$ cat config.mk
export PLATFORM = sky130hd
export DESIGN_NAME = controle_multiciclo_flat
export DESIGN_NICKNAME = d
export VERILOG_FILES = /design/src/rtl/controle_multiciclo_pkg.sv /design/src/rtl/controle_multiciclo_if.sv /design/src/rtl/controle_multiciclo_decodificador.sv /design/src/rtl/controle_multiciclo.sv /design/src/flat_wrapper.sv
export SDC_FILE = /design/constraint.sdc
export NUM_CORES = 1
export LEC_CHECK = 0
export BUFFER_PORTS_ARGS = -buffer_cell sky130_fd_sc_hd__buf_4
export CAP_MARGIN = 20
export CORE_AREA = 2 2 107 109
export DETAILED_ROUTE_END_ITERATION = 16
export DIE_AREA = 0 0 109 111
export PLACE_DENSITY_LB_ADDON = 0.15
export SYNTH_ARGS = -nofsm -noshare
export SYNTH_HDL_FRONTEND = slang
export SYNTH_SLANG_ARGS = --single-unit
$ cat constraint.sdc
create_clock -name clk -period 5.3 [get_ports clk]
set_input_delay 0.795 -clock clk [delete_from_list [all_inputs] [get_ports clk]]
set_output_delay 0.795 -clock clk [all_outputs]
set_load 0.01 [all_outputs]
$ cat src/rtl/controle_multiciclo_pkg.sv
// Shared constants for the multicycle sequencer: opcodes, step numbers,
// instruction field positions and the branch offset helper.
package controle_multiciclo_pkg;

  localparam logic [5:0] OP_RTYPE = 6'b000000;
  localparam logic [5:0] OP_BEQ   = 6'b000100;
  localparam logic [5:0] OP_ADDI  = 6'b001000;
  localparam logic [5:0] OP_LW    = 6'b100011;
  localparam logic [5:0] OP_SW    = 6'b101011;

  localparam logic [3:0] STEP_LATCH_IR = 4'd4;
  localparam logic [3:0] STEP_RF_READ  = 4'd5;
  localparam logic [3:0] STEP_WB_R     = 4'd6;
  localparam logic [3:0] STEP_MEM      = 4'd7;
  localparam logic [3:0] STEP_BR       = 4'd8;
  localparam logic [3:0] STEP_WB_LW    = 4'd9;

  localparam int OP_MSB  = 31;
  localparam int OP_LSB  = 26;
  localparam int RS_MSB  = 25;
  localparam int RS_LSB  = 21;
  localparam int RT_MSB  = 20;
  localparam int RT_LSB  = 16;
  localparam int RD_MSB  = 15;
  localparam int RD_LSB  = 11;
  localparam int IMM_MSB = 15;
  localparam int IMM_LSB = 0;

  // Word-aligned, sign-extended branch displacement.
  function automatic logic [31:0] branch_offset(input logic [15:0] imm);
    return {{14{imm[15]}}, imm, 2'b00};
  endfunction

endpackage

$ cat src/rtl/controle_multiciclo_if.sv
// Bus between the sequencer and the memory / register-file datapath.
interface controle_multiciclo_if;
  logic [31:0] instr;
  logic        zero;
  logic [3:0]  cont;
  logic [31:0] pc;
  logic [4:0]  rr1;
  logic [4:0]  rr2;
  logic [4:0]  wr;
  logic        regwrite;
  logic        memread;
  logic        memwrite;
  logic        illegal;

  modport master (
    input  instr, zero,
    output cont, pc, rr1, rr2, wr, regwrite, memread, memwrite, illegal
  );

  modport slave (
    output instr, zero,
    input  cont, pc, rr1, rr2, wr, regwrite, memread, memwrite, illegal
  );
endinterface

$ cat src/rtl/controle_multiciclo_decodificador.sv
// Combinational decoder: instruction fields plus current step -> register
// addresses, write enable and memory strobes.
module decodificador
  import controle_multiciclo_pkg::*;
(
  input  logic [5:0] op,
  input  logic [4:0] rs,
  input  logic [4:0] rt,
  input  logic [4:0] rd,
  input  logic [3:0] cont,
  output logic [4:0] rr1,
  output logic [4:0] rr2,
  output logic [4:0] wr,
  output logic       regwrite,
  output logic       memread,
  output logic       memwrite,
  output logic       illegal
);

  logic wb_step;

  always_comb begin
    // NOTE: every output gets a default first so no path leaves one unassigned (no latch).
    rr1      = rs;
    rr2      = rt;
    wr       = rt;
    wb_step  = 1'b0;
    memread  = 1'b0;
    memwrite = 1'b0;
    illegal  = 1'b0;
    case (op)
      OP_RTYPE: begin
        wr      = rd;
        wb_step = (cont == STEP_WB_R);
      end
      OP_ADDI: wb_step = (cont == STEP_WB_R);
      OP_LW: begin
        memread = (cont == STEP_MEM) || (cont == STEP_BR);
        wb_step = (cont == STEP_WB_LW);
      end
      OP_SW:   memwrite = (cont == STEP_MEM);
      OP_BEQ:  ;
      default: illegal = (cont >= STEP_RF_READ);
    endcase
    // $zero is hardwired, so a write addressed to it is suppressed.
    regwrite = wb_step && (wr != 5'd0);
  end

endmodule

$ cat src/rtl/controle_multiciclo.sv
// Multicycle instruction sequencer: step counter, pc and instruction register.
// Optional HALT_ON_ILLEGAL_EN freezes the sequencer on an unsupported opcode.
module controle_multiciclo
  import controle_multiciclo_pkg::*;
#(
  parameter logic [31:0] RESET_PC  = 32'h0000_0000,
  parameter int          LAST_STEP = 9
) (
  input  logic                    clk,
  input  logic                    rst,
  controle_multiciclo_if.master   bus
);

  localparam logic [3:0] LAST = LAST_STEP[3:0];

  logic [3:0]  cont;
  logic [31:0] pc;
  logic [31:0] ir;
  logic        taken;
  logic        hold;
  logic [5:0]  op;

  assign op = ir[OP_MSB:OP_LSB];

  decodificador u_dec (
    .op       (op),
    .rs       (ir[RS_MSB:RS_LSB]),
    .rt       (ir[RT_MSB:RT_LSB]),
    .rd       (ir[RD_MSB:RD_LSB]),
    .cont     (cont),
    .rr1      (bus.rr1),
    .rr2      (bus.rr2),
    .wr       (bus.wr),
    .regwrite (bus.regwrite),
    .memread  (bus.memread),
    .memwrite (bus.memwrite),
    .illegal  (bus.illegal)
  );

`ifdef HALT_ON_ILLEGAL_EN
  logic halted;

  // Once halted, cont stays at the last step and only rst releases it.
  assign hold = halted || ((cont == LAST) && bus.illegal);

  always_ff @(posedge clk) begin
    if (rst)
      halted <= 1'b0;
    else if ((cont == LAST) && bus.illegal)
      halted <= 1'b1;
  end
`else
  assign hold = 1'b0;
`endif

  always_ff @(posedge clk) begin
    // NOTE: sequential state uses non-blocking assignments so all registers update together.
    if (rst) begin
      cont  <= 4'd0;
      pc    <= RESET_PC;
      ir    <= 32'd0;
      taken <= 1'b0;
    end else if (!hold) begin
      cont <= (cont == LAST) ? 4'd0 : cont + 4'd1;
      if (cont == STEP_LATCH_IR)
        ir <= bus.instr;
      if (cont == STEP_BR)
        taken <= bus.zero;
      else if (cont == 4'd0)
        taken <= 1'b0;
      if (cont == LAST) begin
        if ((op == OP_BEQ) && taken)
          pc <= pc + 32'd4 + branch_offset(ir[IMM_MSB:IMM_LSB]);
        else
          pc <= pc + 32'd4;
      end
    end
  end

  assign bus.cont = cont;
  assign bus.pc   = pc;

endmodule

$ cat src/flat_wrapper.sv
// flat-port wrapper written by rule: the top's interface ports become plain ports
module controle_multiciclo_flat import controle_multiciclo_pkg::*;
#(
  parameter logic [31:0] RESET_PC  = 32'h0000_0000,
  parameter int          LAST_STEP = 9
)
  (clk, rst, bus_instr, bus_zero, bus_cont, bus_pc, bus_rr1, bus_rr2, bus_wr, bus_regwrite, bus_memread, bus_memwrite, bus_illegal);
  controle_multiciclo_if bus_i ();
  input  logic clk;
  input  logic rst;
  input wire logic [$bits(bus_i.instr)-1:0] bus_instr;
  input wire logic [$bits(bus_i.zero)-1:0] bus_zero;
  output wire logic [$bits(bus_i.cont)-1:0] bus_cont;
  output wire logic [$bits(bus_i.pc)-1:0] bus_pc;
  output wire logic [$bits(bus_i.rr1)-1:0] bus_rr1;
  output wire logic [$bits(bus_i.rr2)-1:0] bus_rr2;
  output wire logic [$bits(bus_i.wr)-1:0] bus_wr;
  output wire logic [$bits(bus_i.regwrite)-1:0] bus_regwrite;
  output wire logic [$bits(bus_i.memread)-1:0] bus_memread;
  output wire logic [$bits(bus_i.memwrite)-1:0] bus_memwrite;
  output wire logic [$bits(bus_i.illegal)-1:0] bus_illegal;
  assign bus_i.instr = bus_instr;
  assign bus_i.zero = bus_zero;
  assign bus_cont = bus_i.cont;
  assign bus_pc = bus_i.pc;
  assign bus_rr1 = bus_i.rr1;
  assign bus_rr2 = bus_i.rr2;
  assign bus_wr = bus_i.wr;
  assign bus_regwrite = bus_i.regwrite;
  assign bus_memread = bus_i.memread;
  assign bus_memwrite = bus_i.memwrite;
  assign bus_illegal = bus_i.illegal;
  controle_multiciclo #(.RESET_PC(RESET_PC), .LAST_STEP(LAST_STEP)) u_core (.clk(clk), .rst(rst), .bus(bus_i));
endmodule
==> results of run 1 <==
## metal layers
layer  vias to the layer above  GRT usage
met5                         -          0
met4                         0      0.128
met3                        35     0.0453
met2                       171      0.429
met1                      2553      0.354
li1                       2665          -
## cells in the final DEF (no fill, tap or decap), types with 9 or more instances in the layout
cell | netlist | layout
and3_1 | 11 | 11
buf_4 | 12 | 91
a21oi_1 | 78 | 78
o21ai_0 | 44 | 44
nor2_1 | 54 | 54
nand2_1 | 117 | 117
nand4_1 | 9 | 9
clkbuf_16 | 0 | 9
a21o_1 | 30 | 30
dfxtp_1 | 67 | 67
a211oi_1 | 9 | 9
xor2_1 | 14 | 14
nand3_1 | 24 | 24
inv_1 | 15 | 15
nor3_1 | 23 | 23
xnor2_1 | 38 | 38
ha_1 | 41 | 41
## worst paths after layout
check             slack, ns                end  cells past startpoint
setup reg to reg       1.12  u_core.bus.pc[23]                     15
hold reg to reg        0.46      u_core.ir[21]                      2
hold / removal         0.46      u_core.ir[21]                      2
setup / recovery       1.12  u_core.bus.pc[23]                     15
## worst max-delay path: stages, from the launching register on
cell	delay (ns)
dfxtp_1	0.52
inv_1	0.10
nor3_1	0.32
nand2_1	0.20
nor3_1	0.65
nand3_1	0.18
xnor2_1	0.23
ha_1	0.33
a21oi_1	0.26
nor2_1	0.09
or4_1	0.39
o211ai_1	0.17
nand2_1	0.13
xor2_1	0.16
o21ai_0	0.18
a221oi_1	0.10
## cell type report
class                      count  area, um^2  share of cell area
sequential                    67        1340               0.214
clock buffer                  11         243              0.0387
inverter                      15        56.3             0.00897
clock inverter                 5        38.8             0.00618
tap                          143         179              0.0285
timing repair buffer          93         726               0.116
multi-input combinational    591        3690               0.588
## cell families (layout without fill, tap and decap cells)
kind of cell / Yosys count / in the layout / synth area share
and+or+nand+nor: 279 / 279 / 0.249
AOI/OAI and AO/OA: 210 / 210 / 0.243
DFF: 67 / 67 / 0.251
buffers and inverters: 63 / 124 / 0.0601
xor gates and xnor gates: 52 / 52 / 0.0851
adders and majority gates: 42 / 42 / 0.0996
muxes: 6 / 6 / 0.0126
other: 1 / 2 / 0.000701
## flip-flops by register name, indices dropped and copies added (netlist names)
register         cells
u_core.bus.cont      4
u_core.bus.pc       30
u_core.ir           32
u_core.taken         1
## power groups by stage
| stage | clock [W] | sequential, W | combinational [W] |
|---|---|---|---|
| global placement | 0 | 0.000531 | 0.0000932 |
| detailed placement | 0 | 0.000531 | 0.0000944 |
| global route | 0.000608 | 0.000521 | 0.000108 |
| CTS | 0.000584 | 0.000520 | 0.0000951 |
| finish | 0.000568 | 0.000520 | 0.0000977 |
| floorplan | 0 | 0.000531 | 0.0000576 |
## through the flow
stage               instance area (um^2)   util  power [W]  hold slack, ns  cells
floorplan                           5360      -   0.000588           0.437    721
global placement                    5950  0.537   0.000624           0.444    907
global route                        6280  0.567    0.00124           0.477    925
CTS                                 6230  0.563    0.00120           0.460    923
detailed placement                  5950  0.537   0.000626           0.452    907
finish                              6280  0.567    0.00119           0.456    925
==> metrics.cfg, run 1 <==
[yosys]
async_flop_share=0
synth_area_leaders=dfxtp_1 (25%), ha_1 (9.6%), nand2_1 (8.2%)
avgSynthCellArea_um2=7.43
syn_area_um2=5350
yosysSeqAreaShare=0.251
synthCells=720
yosysUniqueCellTypes=65
synth_most_common_cell=nand2_1
ys.flop_type=dfxtp_1
ys_ff_latch=67
netlist.area_leader.share=0.251
synth_warnings=0
synth_top_area_cell=dfxtp_1
ys_top_cells_by_count=nand2_1 (117), a21oi_1 (78), dfxtp_1 (67), nor2_1 (54), o21ai_0 (44)
synth_edf_count=0

[routing]
wl_um=15800
drc_errors=0
drtIter0Drc=372
drtPass1Iterations=5
met1_length_um=6940
wl_met2_um=7520
vias=5424
ant_nets=0
wl_per_cell_um=17.1
vias_per_cell=5.86
dr.max_layer_used=met4
wl_met3_um=816

[critical_path]
worst-setup-path-type=reg -> reg
reg2reg_from=u_core.bus.pc[4]
worstSetupEndpointType=flop
worstSetupStartpoint=u_core.bus.pc[4]
arrival_ns=4.36
crit_required_ns=5.48
start_kind=flop
critPathMaxFanout=8

[pwr]
p_per_area_nw_per_um2=189
p_int_w=0.000888
combPwrFrac=0.082
switchingPower_w=0.000298
p_leak_nw=2.77
power_frac_seq=0.439
vdd_drop_max_uv=174
clock_power_share=0.479
sw_frac_of_total=0.251

[floorplanning]
core_um2=11100
core.rowCount=39
die_w_um=109
num_io_pins=90
start_util=0.483
die_h_um=111
die_area_um2=12100

[global_route]
grt_overflow=0
grt_max_degree=63
grt_pass1_wl_um=25900
grt_pass1_vias=5126
grtUsageTotal=0.271
antenna_found_initial=0

[clock_network]
ctsResizeCount=0
cts_inserted_buffers=9
ctsRootBufferMaster=clkbuf_16
cts.sinks=67
cts_tree=built
h-tree-depth=3
clk_pin_slew_ns=0.06
cts_buffer_depth=2
postCtsSetupBuffers=0
clk_latency_ns=0.34
cts_hold_buffers=0

[worst_hold_path]
hold_path.class=reg -> reg
worst_hold_startpoint=u_core.ir[21]

[outcome]
status=complete, no violations

[sta]
maxSlewViolCount=0
setup_viol=0
tightestPinTransition_ns=0.794
fin_crit_ns=4.18
rsz0062_at_grt=false
worst_slack_ns=1.12
slew_headroom=0.466
final_min_period_over_clock_period=0.789
finClkSkew_ns=0.00350
max_freq_mhz=239
hold_violations=0
setup_tns_ns=0

[run]
max-cap-violations=0

[cells_and_area]
nFillCells=1056
layout-drive-gt1-share=0.162
n_antenna_cell=0
fin_nets=854
syn2layout_area_growth_pct=17.3

[placement]
io_buffers=87
gp_congestion=0.988
place_hpwl_um=11600
dp_slack_ns=1.25

No activity file was read; power rests on OpenSTA's default activity.
==> run 2: changes to the inputs <==
--- a/config.mk
+++ b/config.mk
@@ -5,11 +5,12 @@
 export SDC_FILE = /design/constraint.sdc
 export NUM_CORES = 1
 export LEC_CHECK = 0
+export ABC_AREA = 1
 export BUFFER_PORTS_ARGS = -buffer_cell sky130_fd_sc_hd__buf_4
 export CAP_MARGIN = 20
-export CORE_AREA = 2 2 107 109
+export CORE_AREA = 2 2 113 115
 export DETAILED_ROUTE_END_ITERATION = 16
-export DIE_AREA = 0 0 109 111
+export DIE_AREA = 0 0 115 117
 export PLACE_DENSITY_LB_ADDON = 0.15
 export SYNTH_ARGS = -nofsm -noshare
 export SYNTH_HDL_FRONTEND = slang
==> constraint.sdc (replaced) <==
create_clock -name clk -period 3.5 [get_ports clk]
set_input_delay 0.525 -clock clk [delete_from_list [all_inputs] [get_ports clk]]
set_output_delay 0.525 -clock clk [all_outputs]
set_load 0.01 [all_outputs]
==> run 2 against run 1 <==
- hold slack got worse by 0.0040 ns
- sequential cell count unchanged
- count of clock-buffer cells in the layout decreased by 1
- sequential share of layout area decreased by 2.3 points
- via count increased by 20%
- sequential power increased by 53%
- die area increased by 11%
- final area increased by 12%
- total power increased by 60%
- synthesized area increased by 13%
- fmax increased by 32%
- largest cell class unchanged
- highest routed layer unchanged
==> metrics.cfg, run 2 <==
[worst_hold_path]
worst_hold_startpoint=bus_instr[13]  ; was u_core.ir[21]
hold_path.class=in -> reg  ; was reg -> reg

[cells_and_area]
top_regs=u_core.ir (32), u_core.bus.pc (30), u_core.bus.cont (4)  ; unchanged
layout-drive-gt1-share=0.153  ; was 0.162
nFillCells=1313  ; was 1056
utilization=0.573  ; was 0.567
n_antenna_cell=0  ; unchanged
largest-register=u_core.ir  ; unchanged
syn2layout_area_growth_pct=16.5  ; was 17.3%
final_cells=1220  ; was 925
largest_reg_flops=32  ; unchanged
fin_nets=1143  ; was 854
mostFrequentLayoutCells=nand2_1 (295), inv_1 (122), buf_4 (95)  ; was nand2_1 (117), buf_4 (91), a21oi_1 (78)
final_common_cell=nand2_1  ; unchanged

[sta]
setup_viol=0  ; unchanged
setup_tns_ns=0  ; unchanged
maxSlewViolCount=0  ; unchanged
final_min_period_over_clock_period=0.903  ; was 0.789
fin_crit_ns=3.16  ; was 4.18 ns
tightestPinTransition_ns=0.758  ; was 0.794 ns
slew_headroom=0.494  ; was 0.466
finClkSkew_ns=0.00474  ; was 0.00350 ns
rsz0062_at_grt=false  ; unchanged
hold_violations=0  ; unchanged
max_freq_mhz=316  ; was 239 MHz

[routing]
vias_per_cell=5.35  ; was 5.86
wl_per_cell_um=15.3  ; was 17.1 um
ant_nets=0  ; unchanged
vias=6532  ; was 5424
drc_errors=0  ; unchanged
drtPass1Iterations=5  ; unchanged
wl_um=18600  ; was 15800 um
drtIter0Drc=467  ; was 372

[global_route]
grt_max_degree=35  ; was 63
antenna_found_initial=0  ; unchanged
grt_pass1_wl_um=30100  ; was 25900 um
grt_overflow=0  ; unchanged
grtUsageTotal=0.287  ; was 0.271
grt_pass1_vias=6051  ; was 5126

[critical_path]
worst-setup-path-type=reg -> reg  ; unchanged
crit_required_ns=3.74  ; was 5.48 ns
crit_family=simple AND/OR/NAND/NOR gates  ; unchanged
crit_chain=ha_1 -> nand2_1 -> nor2_2 -> nand2_2 -> nor2_2 -> nand2_2 -> xor2_1 -> inv_1 -> ha_1 -> a21oi_1 -> o21ai_0 -> inv_1 -> nand2_1 -> a21oi_1 -> nand2_1 -> nand2_1 -> nand3_1 -> nand2_1 -> nand2_1  ; was inv_1 -> nor3_1 -> nand2_1 -> nor3_1 -> nand3_1 -> xnor2_1 -> ha_1 -> a21oi_1 -> nor2_1 -> or4_1 -> o211ai_1 -> nand2_1 -> xor2_1 -> o21ai_0 -> a221oi_1
critPathMaxFanout=6  ; was 8
crit_slowest_cell=dfxtp_1  ; was nor3_1
crit_top_cell=nand2_1
crit_buf_inv=2  ; was 1
reg2reg_from=u_core.bus.pc[2]  ; was u_core.bus.pc[4]
worstSetupEndpointType=flop  ; unchanged
arrival_ns=3.40  ; was 4.36 ns
slowest_delay_ns=0.43  ; was 0.65 ns
worstSetupStartpoint=u_core.bus.pc[2]  ; was u_core.bus.pc[4]
start_kind=flop  ; unchanged

[pwr]
p_per_area_nw_per_um2=270  ; was 189 nW/um^2
p_total_w=0.00190  ; was 0.00119 W
p_leak_nw=3.52  ; was 2.77 nW
vdd_drop_max_uv=263  ; was 174 uV

[run]
max-cap-violations=0  ; unchanged

[floorplanning]
num_io_pins=90  ; unchanged
die_area_um2=13500  ; was 12100 um^2
die_w_um=115  ; was 109 um
die_h_um=117  ; was 111 um
start_util=0.491  ; was 0.483
core_um2=12300  ; was 11100 um^2
core.rowCount=41  ; was 39

[placement]
gp_congestion=1.04  ; was 0.988
io_buffers=87  ; unchanged
place_hpwl_um=14400  ; was 11600 um
placed_cells=1205  ; was 907

[yosys]
yosys.area_share.simple=0.390  ; was 0.249
synth_most_common_cell=nand2_1  ; unchanged
synthAdderAreaFrac=0.0881  ; was 0.0996
synth_top_area_cell=dfxtp_1  ; unchanged
synthXorXnorAreaFrac=0.0372  ; was 0.0851
synth_compound_area_frac=0.148  ; was 0.243
synth_mux_area_frac=0  ; was 0.0126
ys.flop_type=dfxtp_1  ; unchanged
synth_warnings=0  ; unchanged
syn_area_um2=6050  ; was 5350 um^2
ys_ff_latch=67  ; unchanged
synth_area_leaders=dfxtp_1 (22%), nand2_1 (18%), ha_1 (8.5%)  ; was dfxtp_1 (25%), ha_1 (9.6%), nand2_1 (8.2%)
synth_edf_count=0  ; unchanged
yosysUniqueCellTypes=48  ; was 65
synth_top_family_by_area=simple AND/OR/NAND/NOR gates  ; unchanged
async_flop_share=0  ; unchanged
synthCells=994  ; was 720
avgSynthCellArea_um2=6.09  ; was 7.43 um^2
ys_top_cells_by_count=nand2_1 (295), inv_1 (122), nand3_1 (89), a21oi_1 (80), nor2_1 (76)  ; was nand2_1 (117), a21oi_1 (78), dfxtp_1 (67), nor2_1 (54), o21ai_0 (44)
netlist.area_leader.share=0.222  ; was 0.251
yosysSeqAreaShare=0.222  ; was 0.251

[clock_network]
cts_hold_buffers=0  ; unchanged
cts_tree=built  ; unchanged
cts.sinks=67  ; unchanged
ctsResizeCount=0  ; unchanged
h-tree-depth=3  ; unchanged
clk_latency_ns=0.34  ; about the same
cts_buffer_depth=2  ; unchanged
postCtsSetupBuffers=0  ; unchanged
cts_inserted_buffers=9  ; unchanged
clk_pin_slew_ns=0.06  ; about the same
ctsRootBufferMaster=clkbuf_16  ; unchanged

[outcome]
status=complete, no violations  ; unchanged

run 2: where the power goes:
part	switching (W)	total [W]	leakage [nW]	internal, W
logic	0.000106	0.000183	2.83	0.0000776
registers	0.0000157	0.000793	0.541	0.000777
clock network	0.000360	0.000924	0.148	0.000564
total	0.000481	0.00190	3.52	0.00142
run 2: metal layers:
| layer | vias to the layer above | wire, um | global-route usage |
|---|---|---|---|
| met5 | - | 0 | 0 |
| met4 | 0 | 813 | 0.154 |
| met3 | 50 | 1300 | 0.0391 |
| met2 | 274 | 8370 | 0.464 |
| met1 | 2877 | 8150 | 0.374 |
| li1 | 3331 | - | - |
run 2: cell families after synthesis:
group                    after synthesis
adder cells (fa/ha/maj)               42
other                                  1
flip-flops                            67
buffers and inverters                166
AND/OR/NAND/NOR                      530
AO/OA/AOI/OAI                        164
XOR/XNOR                              24
run 2: path summary, 6_finish.rpt:
kind	slack (ns)	endpoint	depth (start not counted)
max	0.34	u_core.bus.pc[29]	19
min	0.45	u_core.ir[13]	3
max reg2reg	0.34	u_core.bus.pc[29]	19
min reg2reg	0.46	u_core.ir[19]	2
run 2: layout make-up:
type	count	area (um^2)	area share
Clock buffer	10	239	0.0339
Clock inverter	5	53.8	0.00763
Inverter	131	492	0.0698
Multi-Input combinational cell	762	4020	0.571
Sequential cell	67	1340	0.190
Tap cell	150	188	0.0266
Timing Repair Buffer	95	713	0.101
run 2: worst min-delay path: cells and delay by family:
family | cells | cell delay [ns]
AO/OA/AOI/OAI | 2 | 0.16
buffers and inverters | 1 | 0.08
run 2: metrics by stage:
stage	hold slack (ns)	worst slack (ns)	instance area [um^2]
floorplan	0.439	0.893	6050
global route	0.462	0.0536	7050
global placement	0.452	0.450	6760
CTS	0.449	0.384	7050
detailed placement	0.456	0.417	6760
finish	0.452	0.338	7050
